**src/rtl/dmem_pkg.sv**
```systemverilog
// ----------------------------------------------------------------------------
// dmem_pkg
// Shared definitions for the data-memory controller slice:
//   - controller state enum (IDLE / ACCESS / DONE)
//   - default word width, address width and wait-state count
//   - width of the wait-state counter (large enough for 15 wait states)
// ----------------------------------------------------------------------------
package dmem_pkg;

    localparam int DEF_DATA_W      = 16;
    localparam int DEF_ADDR_W      = 8;
    localparam int DEF_WAIT_CYCLES = 2;
    localparam int CNT_W           = 4;

    typedef enum logic [1:0] {
        IDLE   = 2'd0,
        ACCESS = 2'd1,
        DONE   = 2'd2
    } state_t;

endpackage

```
**src/rtl/dmem_array.sv**
```systemverilog
// ----------------------------------------------------------------------------
// dmem_array
// Single-port word storage for the data-memory controller. Writes happen on
// the rising clock edge when i_we is high; reads are combinational from the
// same address. The array is deliberately not reset so that its contents
// survive a controller reset.
//
// Ports:
//   clk      in   clock
//   i_we     in   write enable
//   i_addr   in   word address (shared by read and write)
//   i_wdata  in   word to store (data plus optional parity bit)
//   o_rdata  out  word currently stored at i_addr
// ----------------------------------------------------------------------------
module dmem_array
    import dmem_pkg::*;
#(
    parameter int WORD_W = DEF_DATA_W,
    parameter int ADDR_W = DEF_ADDR_W
) (
    input  logic              clk,
    input  logic              i_we,
    input  logic [ADDR_W-1:0] i_addr,
    input  logic [WORD_W-1:0] i_wdata,
    output logic [WORD_W-1:0] o_rdata
);

    logic [WORD_W-1:0] r_mem [2**ADDR_W];

    always_ff @(posedge clk) begin
        if (i_we) begin
            r_mem[i_addr] <= i_wdata;
        end
    end

    assign o_rdata = r_mem[i_addr];

endmodule

```
**src/rtl/dmem_ctrl.sv**
```systemverilog
// ----------------------------------------------------------------------------
// dmem_ctrl
// Multi-cycle data-memory controller. A single read or write request seen in
// IDLE is captured, held for WAIT_CYCLES cycles in ACCESS, completed on the
// edge leaving ACCESS, and acknowledged by a one-cycle Ready pulse in DONE.
// Stall holds the CPU pipeline while a request is being accepted or served.
// A simultaneous read and write request in IDLE is rejected with ErrOp.
//
// Optional feature (macro DMEM_PARITY_EN): one even-parity bit per stored
// word, checked on every read and reported on ParityErr. ParityFlip inverts
// the stored parity of the captured write. Without the macro ParityErr is 0
// and ParityFlip is ignored.
//
// Ports:
//   clk         in   clock, rising edge
//   rst_n       in   synchronous active-low reset
//   MemRead     in   read request (level)
//   MemWrite    in   write request (level)
//   Addr        in   word address
//   WriteData   in   store data
//   ReadData    out  registered data of the last completed read
//   Ready       out  one-cycle completion pulse
//   Stall       out  pipeline hold request
//   ErrOp       out  one-cycle pulse for an illegal (read+write) request
//   ParityErr   out  parity failure of the last completed read
//   ParityFlip  in   corrupts the parity of the next captured write
// ----------------------------------------------------------------------------
module dmem_ctrl
    import dmem_pkg::*;
#(
    parameter int DATA_W      = DEF_DATA_W,
    parameter int ADDR_W      = DEF_ADDR_W,
    parameter int WAIT_CYCLES = DEF_WAIT_CYCLES
) (
    input  logic              clk,
    input  logic              rst_n,
    input  logic              MemRead,
    input  logic              MemWrite,
    input  logic [ADDR_W-1:0] Addr,
    input  logic [DATA_W-1:0] WriteData,
    output logic [DATA_W-1:0] ReadData,
    output logic              Ready,
    output logic              Stall,
    output logic              ErrOp,
    output logic              ParityErr,
    input  logic              ParityFlip
);

`ifdef DMEM_PARITY_EN
    localparam int WORD_W = DATA_W + 1;
`else
    localparam int WORD_W = DATA_W;
`endif

    state_t            r_state;
    state_t            w_nextState;
    logic [CNT_W-1:0]  r_cnt;
    logic [ADDR_W-1:0] r_addr;
    logic [DATA_W-1:0] r_wdata;
    logic              r_isWrite;
    logic [DATA_W-1:0] r_readData;
    logic              r_errOp;
    logic              w_oneReq;
    logic              w_bothReq;
    logic              w_accept;
    logic              w_finish;
    logic              w_we;
    logic [WORD_W-1:0] w_memWord;
    logic [WORD_W-1:0] w_memRdata;

    assign w_oneReq  = MemRead ^ MemWrite;
    assign w_bothReq = MemRead & MemWrite;
    assign w_accept  = (r_state == IDLE) && w_oneReq;
    assign w_finish  = (r_state == ACCESS) && (r_cnt == '0);

    // An access aborted by reset must not commit its write, so the array
    // enable is qualified with rst_n on the very edge that would complete it.
    assign w_we = w_finish && r_isWrite && rst_n;

    // Next state and the combinational handshake outputs.
    always_comb begin
        w_nextState = r_state;
        Stall       = 1'b0;
        Ready       = 1'b0;
        case (r_state)
            IDLE: begin
                if (w_oneReq) begin
                    w_nextState = ACCESS;
                    Stall       = 1'b1;
                end
            end
            ACCESS: begin
                Stall = 1'b1;
                if (r_cnt == '0) begin
                    w_nextState = DONE;
                end
            end
            DONE: begin
                Ready       = 1'b1;
                w_nextState = IDLE;
            end
            default: begin
                w_nextState = IDLE;
            end
        endcase
    end

    always_ff @(posedge clk) begin
        if (!rst_n) begin
            r_state <= IDLE;
        end else begin
            r_state <= w_nextState;
        end
    end

    // Wait counter, load-data register and illegal-request flag.
    always_ff @(posedge clk) begin
        if (!rst_n) begin
            r_cnt      <= '0;
            r_readData <= '0;
            r_errOp    <= 1'b0;
        end else begin
            r_errOp <= (r_state == IDLE) && w_bothReq;
            if (w_accept) begin
                r_cnt <= CNT_W'(WAIT_CYCLES - 1);
            end else if ((r_state == ACCESS) && (r_cnt != '0)) begin
                r_cnt <= r_cnt - 1'b1;
            end
            if (w_finish && !r_isWrite) begin
                r_readData <= w_memRdata[DATA_W-1:0];
            end
        end
    end

    // The request is captured once in IDLE; later input changes are ignored.
    always_ff @(posedge clk) begin
        if (w_accept) begin
            r_addr    <= Addr;
            r_wdata   <= WriteData;
            r_isWrite <= MemWrite;
        end
    end

`ifdef DMEM_PARITY_EN
    logic r_flip;
    logic r_parityErr;

    always_ff @(posedge clk) begin
        if (w_accept) begin
            r_flip <= ParityFlip;
        end
    end

    // Even parity: the stored bit makes the XOR of the whole word zero,
    // so any non-zero XOR on readback is a parity failure.
    assign w_memWord = {(^r_wdata) ^ r_flip, r_wdata};

    always_ff @(posedge clk) begin
        if (!rst_n) begin
            r_parityErr <= 1'b0;
        end else if (w_finish && !r_isWrite) begin
            r_parityErr <= ^w_memRdata;
        end
    end

    assign ParityErr = r_parityErr;
`else
    logic w_unusedFlip;
    assign w_unusedFlip = ParityFlip;
    assign w_memWord    = r_wdata;
    assign ParityErr    = 1'b0;
`endif

    assign ReadData = r_readData;
    assign ErrOp    = r_errOp;

    dmem_array #(
        .WORD_W (WORD_W),
        .ADDR_W (ADDR_W)
    ) u_array (
        .clk     (clk),
        .i_we    (w_we),
        .i_addr  (r_addr),
        .i_wdata (w_memWord),
        .o_rdata (w_memRdata)
    );

endmodule
```
**config.mk**
```make
export PLATFORM = sky130hd
export DESIGN_NAME = dmem_ctrl
export DESIGN_NICKNAME = d
export VERILOG_FILES = /design/src/rtl/dmem_pkg.sv /design/src/rtl/dmem_array.sv /design/src/rtl/dmem_ctrl.sv
export SDC_FILE = /design/constraint.sdc
export NUM_CORES = 2
export LEC_CHECK = 0
export CORE_MARGIN = 2
export CORE_UTILIZATION = 45
export DETAILED_ROUTE_END_ITERATION = 7
export MAX_ROUTING_LAYER = met4
export PLACE_DENSITY = 0.72
export SLEW_MARGIN = 20
export SYNTH_ARGS = -nofsm -noshare
export SYNTH_HDL_FRONTEND = slang
export SYNTH_SLANG_ARGS = --single-unit
```
**constraint.sdc**
```tcl
create_clock -name clk -period 5.3 [get_ports clk]
set_input_delay 1.59 -clock clk [delete_from_list [all_inputs] [get_ports clk]]
set_output_delay 1.59 -clock clk [all_outputs]
set_load 0.005 [all_outputs]
```
======== Yosys cells after proc, flatten, opt, wreduce, memory -nomap -nowiden ========
Memories as Yosys holds them, arrays and structs flattened. A register that Yosys moved wholly into a read port is not among the register bits.
Cells that the tools add are included.
operators by class
  bitwise logic cells ..................... 3
  equal/unequal tests ..................... 4
  multiplexer cells ....................... 10
  add/subtract/negate cells ............... 1
  reduce and logical (&&, ||, !) cells .... 15
operators by type and width
  cell                   count
  $logic_and A1 B1 Y1    7
  $mux W1                6
  $logic_not A4 Y1       1
  $mux W2                2
  $ne A2 B2 Y1 const B   2
  $pmux W2 S2            1
  $reduce_bool A4 Y1     1
  $sub A4 B1 Y4 const B  1
  $eq A2 B1 Y1 const B   1
  $eq A2 B2 Y1 const B   1
  $logic_not A1 Y1       2
  $logic_not A2 Y1       1
  $pmux W1 S2            1
  $reduce_and A2 Y1      1
  $reduce_bool A2 Y1     1
  $reduce_or A2 Y1       1
  $and A1 B1 Y1          1
  $not A1 Y1             1
  $xor A1 B1 Y1          1
storage, ports and cells
  register bits ........................... 32
  memory bits (writable) .................. 4,096
  memories kept ........................... 1
  output and inout port bits .............. 20
  input bits .............................. 29
memory list
  name           words  width  rd ports  clocked after Yosys merged registers in  write ports  RTL line          source
  u_array.r_mem  256    16     1         1                                        1            dmem_array.sv:28  logic [WORD_W-1:0] r_mem [2**ADDR_W];

======== Logic depth before layout (Yosys ltp) ========
  depth in word-level cells ............... 6
  depth in mapped cells ................... 13

======== By module ========
From an unflattened synthesis, not the netlist that was laid out.
unflattened totals
  cell total of the unflattened synthesis .. 6,848
  area, all modules ....................... 156,894.2 um2
by module, submodules not included
  module      area an instance (um2)  times used  cells each
  dmem_array  155,078.7               1           6,711
  dmem_ctrl   1,815.5                 1           137

======== Worst setup path after synthesis ========
OpenSTA, ideal clock, no wires.
  path kind ............................... register to register
  start point ............................. register r_wdata[0]
  end point ............................... memory u_array.r_mem[0][0] (netlist name) (data pin)
  data required time ...................... 4.483 ns
  stages on the path, launching flop included .. 1
  library setup time ...................... 0.817 ns
  path buffers ............................ 0
  clock period less this slack ............ 4.046 ns
  arrival time ............................ 3.228 ns
  slack ................................... 1.254 ns
  path through ............................ edfxtp_1
RTL lines
  what                    RTL line          source
  from (decl)             dmem_ctrl.sv:59   logic [DATA_W-1:0] r_wdata;
  from (signal assigned)  dmem_ctrl.sv:139  r_wdata <= WriteData;
  to (decl)               dmem_array.sv:28
Straight into the memory's write port.

======== Worst setup path in the final report ========
  start point ............................. input port MemWrite
  end point ............................... output port Stall
between the ends
  longest elaborated chain between the ends .. 3
RTL lines
  what           RTL line         source
  from (decl)    dmem_ctrl.sv:38  input logic MemWrite,
  $xor A1 B1 Y1  dmem_ctrl.sv:71  assign w_oneReq = MemRead ^ MemWrite;
  $mux W1        dmem_ctrl.sv:87  if (w_oneReq) begin
  $pmux W1 S2    dmem_ctrl.sv:85  case (r_state)
  to (decl)      dmem_ctrl.sv:43  output logic Stall,
Every way passes these cells.

==> metrics.yaml <==
placed_design:
  dp_slack_ps: 295
  dp_hpwl_mm: 258
  gp_congestion: 0.921
  portBuffers: 46
  dp_cells: 12300
floorplan:
  die-height_um: 598
  floorplan.rows: 218
  start_util: 0.451
  ioPinCount: 49
  core_area_um2: 352000
  die_x_um: 598
  die_area_um2: 358000
sta:
  setup_tns_ps: 0
  tightest_slew_ps: 1300
  layout_setup_ws_ps: 704
  fin_crit_sh: 0.867
  skew_ps: 77.9
  drv_slew: 0
  rsz0062_at_grt: "false"
  clock.fmax_mhz: 218
  period_needed_ps: 4600
  maxSlewHeadroom: 0.137
  hold_viol_final: 0
  final-setup-viol-count: 0
power:
  p_int_uw: 54800
  power_frac_seq: 0.515
  comb_power_share: 0.088
  p_leak_uw: 0.0567
  power_density_nw_per_um2: 394
  pwr-share-clk: 0.397
  switching_share: 0.232
  netSwitchingPower_uw: 16600
  ir_drop_v: 0.000317
clock_tree:
  cts_tree: "yes"
  clk_pin_slew_worst_paths_ps: 60
  cts.htree.levels: 5
  clock-sinks: 4144
  ctsResizeCount: 0
  cts-root-buf: "clkbuf_16"
  holdBufCountCts: 0
  worstSkewPairLatency_ps: 980
  numCtsBuffers: 397
  cts_setup_buffers: 0
  cts_buffer_depth: 4
synth:
  synth_xor_area_frac: 0.000165
  synth_top_family_by_area: "multiplexers"
  ys.flop_type: "edfxtp_1"
  synth.area.mux_share: 0.145
  synth_compound_area_frac: 0.0344
  yosysTopAreaCellShare: 0.779
  synth_adder_area_share: 0.000157
  synth_nets: 7422
  synth_edf_count: 4121
  yosysSeqAreaShare: 0.781
  syn_area_um2: 159000
  syn_inst: 7391
  synth_largest_area_cell: "edfxtp_1"
  synth-simple-area-share: 0.0223
  ys_types: 77
  avgSynthCellArea_um2: 21.5
  async_flop_share: 0
  yosysWarnings: 0
  synth_seq_cells: 4144
  synth_area_leaders: "edfxtp_1, mux4_2, mux2i_1"
cells_and_area:
  area_delta_synth_final_pct: 13.9
  fin_nets: 8011
  final_util: 0.514
  final_common_cell: "edfxtp_1"
  drive_gt1_frac: 0.259
  final_cells: 13000
  seq_area_um2: 124000
  final_cell_mix: "edfxtp_1, mux4_2, buf_4"
  multiInputGateArea_um2: 32200
  fill_cells: 26500
global_routing:
  grt_first_pass_wirelength_mm: 599
  grt.total_usage: 0.242
  grt_max_degree: 202
  antenna_found_initial: 23
  grt_pass1_vias: 79900
  gr-total-overflow: 0
critical_path:
  path_max_fanout: 2
  crit_path_end_kind: "primary output"
  worst_ep_required_time_ps: 3710
  startpoint_type: "input pin"
  setup.worst_path.start: "MemWrite"
  critical_path_arrival_ps: 3010
  crit_type: "in2out"
  rr_startpoint: "r_addr[1]"
  rrSetupSlack_ps: 710
routing:
  ant_nets: 0
  vias: 82000
  wl_per_cell_um: 32.6
  initialDrtViolationCount: 13200
  dr.pass1.iters: 6
  drcViolationCount: 0
  via_per_inst: 6.28
  wl_mm: 426
hold_path:
  hold_path.startpoint: "r_cnt[3]"
  min_path_type: "reg2reg"
flow_run:
  maxCapViolations: 0
status:
  outcome: "finished clean"
[path summary, 6_finish.rpt]
kind              cells past startpoint     endpoint
setup / recovery                      5        Stall
hold / removal                        2     r_cnt[3]
setup reg to reg                     10  ReadData[8]
hold reg to reg                       2     r_cnt[3]
[worst max-delay path, cell delays in order]
cell,delay (ps)
clkdlybuf4s50_1,440
ha_1,320
nor2_1,50
nor2_1,100
clkdlybuf4s50_1,510
[power by group through the flow]
stage / logic (µW) / registers (µW) / clock network (µW)
after floorplan: 3170 / 38000 / 0
after global placement: 5980 / 37400 / 0
after detailed placement: 6140 / 37400 / 0
after CTS: 6170 / 36700 / 28600
after global routing: 6460 / 36700 / 29800
final: 6250 / 36700 / 28300
[layout make-up]
| type | instances | area share |
|---|---|---|
| sequential | 4144 | 0.686 |
| timing repair buffer | 624 | 0.0307 |
| multi-input combinational | 2804 | 0.178 |
| tap | 4730 | 0.0327 |
| clock buffer | 474 | 0.0571 |
| inverter | 9 | 0.000201 |
| clock inverter | 252 | 0.0150 |
| antenna | 12 | 0.000166 |
[synthesized netlist by cell type (10+ instances only)]
cell type and n:
clkbuf_1 129, nand4_1 25, a211oi_1 19, nand2_1 216
a22oi_1 149, a31oi_1 26, dfxtp_1 23, o21ai_0 73
nand3_1 40, a21oi_1 111, nor2b_1 26, nand2b_1 10
a41oi_1 12, buf_6 60, buf_4 103, nor3_1 40
edfxtp_1 4121, mux2i_1 240, mux4_2 863, a221oi_1 49
o221ai_1 39, and3_1 21, o22a_1 34, buf_1 19
nor4_1 10, o41ai_1 10, o22ai_1 191, buf_2 119
or4_1 12, mux2_2 101, nor2_1 372
[cells by family (layout without fill, tap and decap cells)]
| kind of cell | Yosys count | after routing |
|---|---|---|
| DFF | 4144 | 4144 |
| muxes | 1204 | 1204 |
| and+or+nand+nor | 806 | 806 |
| AOI/OAI and AO/OA | 788 | 788 |
| buffers and inverters | 443 | 1359 |
| xor gates and xnor gates | 3 | 3 |
| adders and majority gates | 2 | 2 |
| other | 1 | 13 |
[state kept, by name, indices dropped and copies added, names as in the netlist]
| register | cells |
|---|---|
| u_array.r_mem | 4096 |
| r_state | 2 |
| r_isWrite | 1 |
| r_addr | 8 |
| r_cnt | 4 |
| ReadData | 16 |
| r_wdata | 16 |
| ErrOp | 1 |
[per-layer routing]
layer / share of wire / GRT usage
met3: 0.12 / 0.0540
met4: 0.053 / 0.106
met2: 0.47 / 0.365
met5: 0 / -
met1: 0.36 / 0.317
[metrics by stage]
step | power, µW | hold slack (ps) | area, µm²
6_report | 71300 | 521 | 181000
5_1_grt | 73000 | 562 | 181000
4_1_cts | 71400 | 525 | 181000
3_5_place_dp | 43600 | 507 | 168000
3_3_place_gp | 43400 | 500 | 168000
2_1_floorplan | 41200 | 473 | 159000
(Power assumes the default switching activity.)
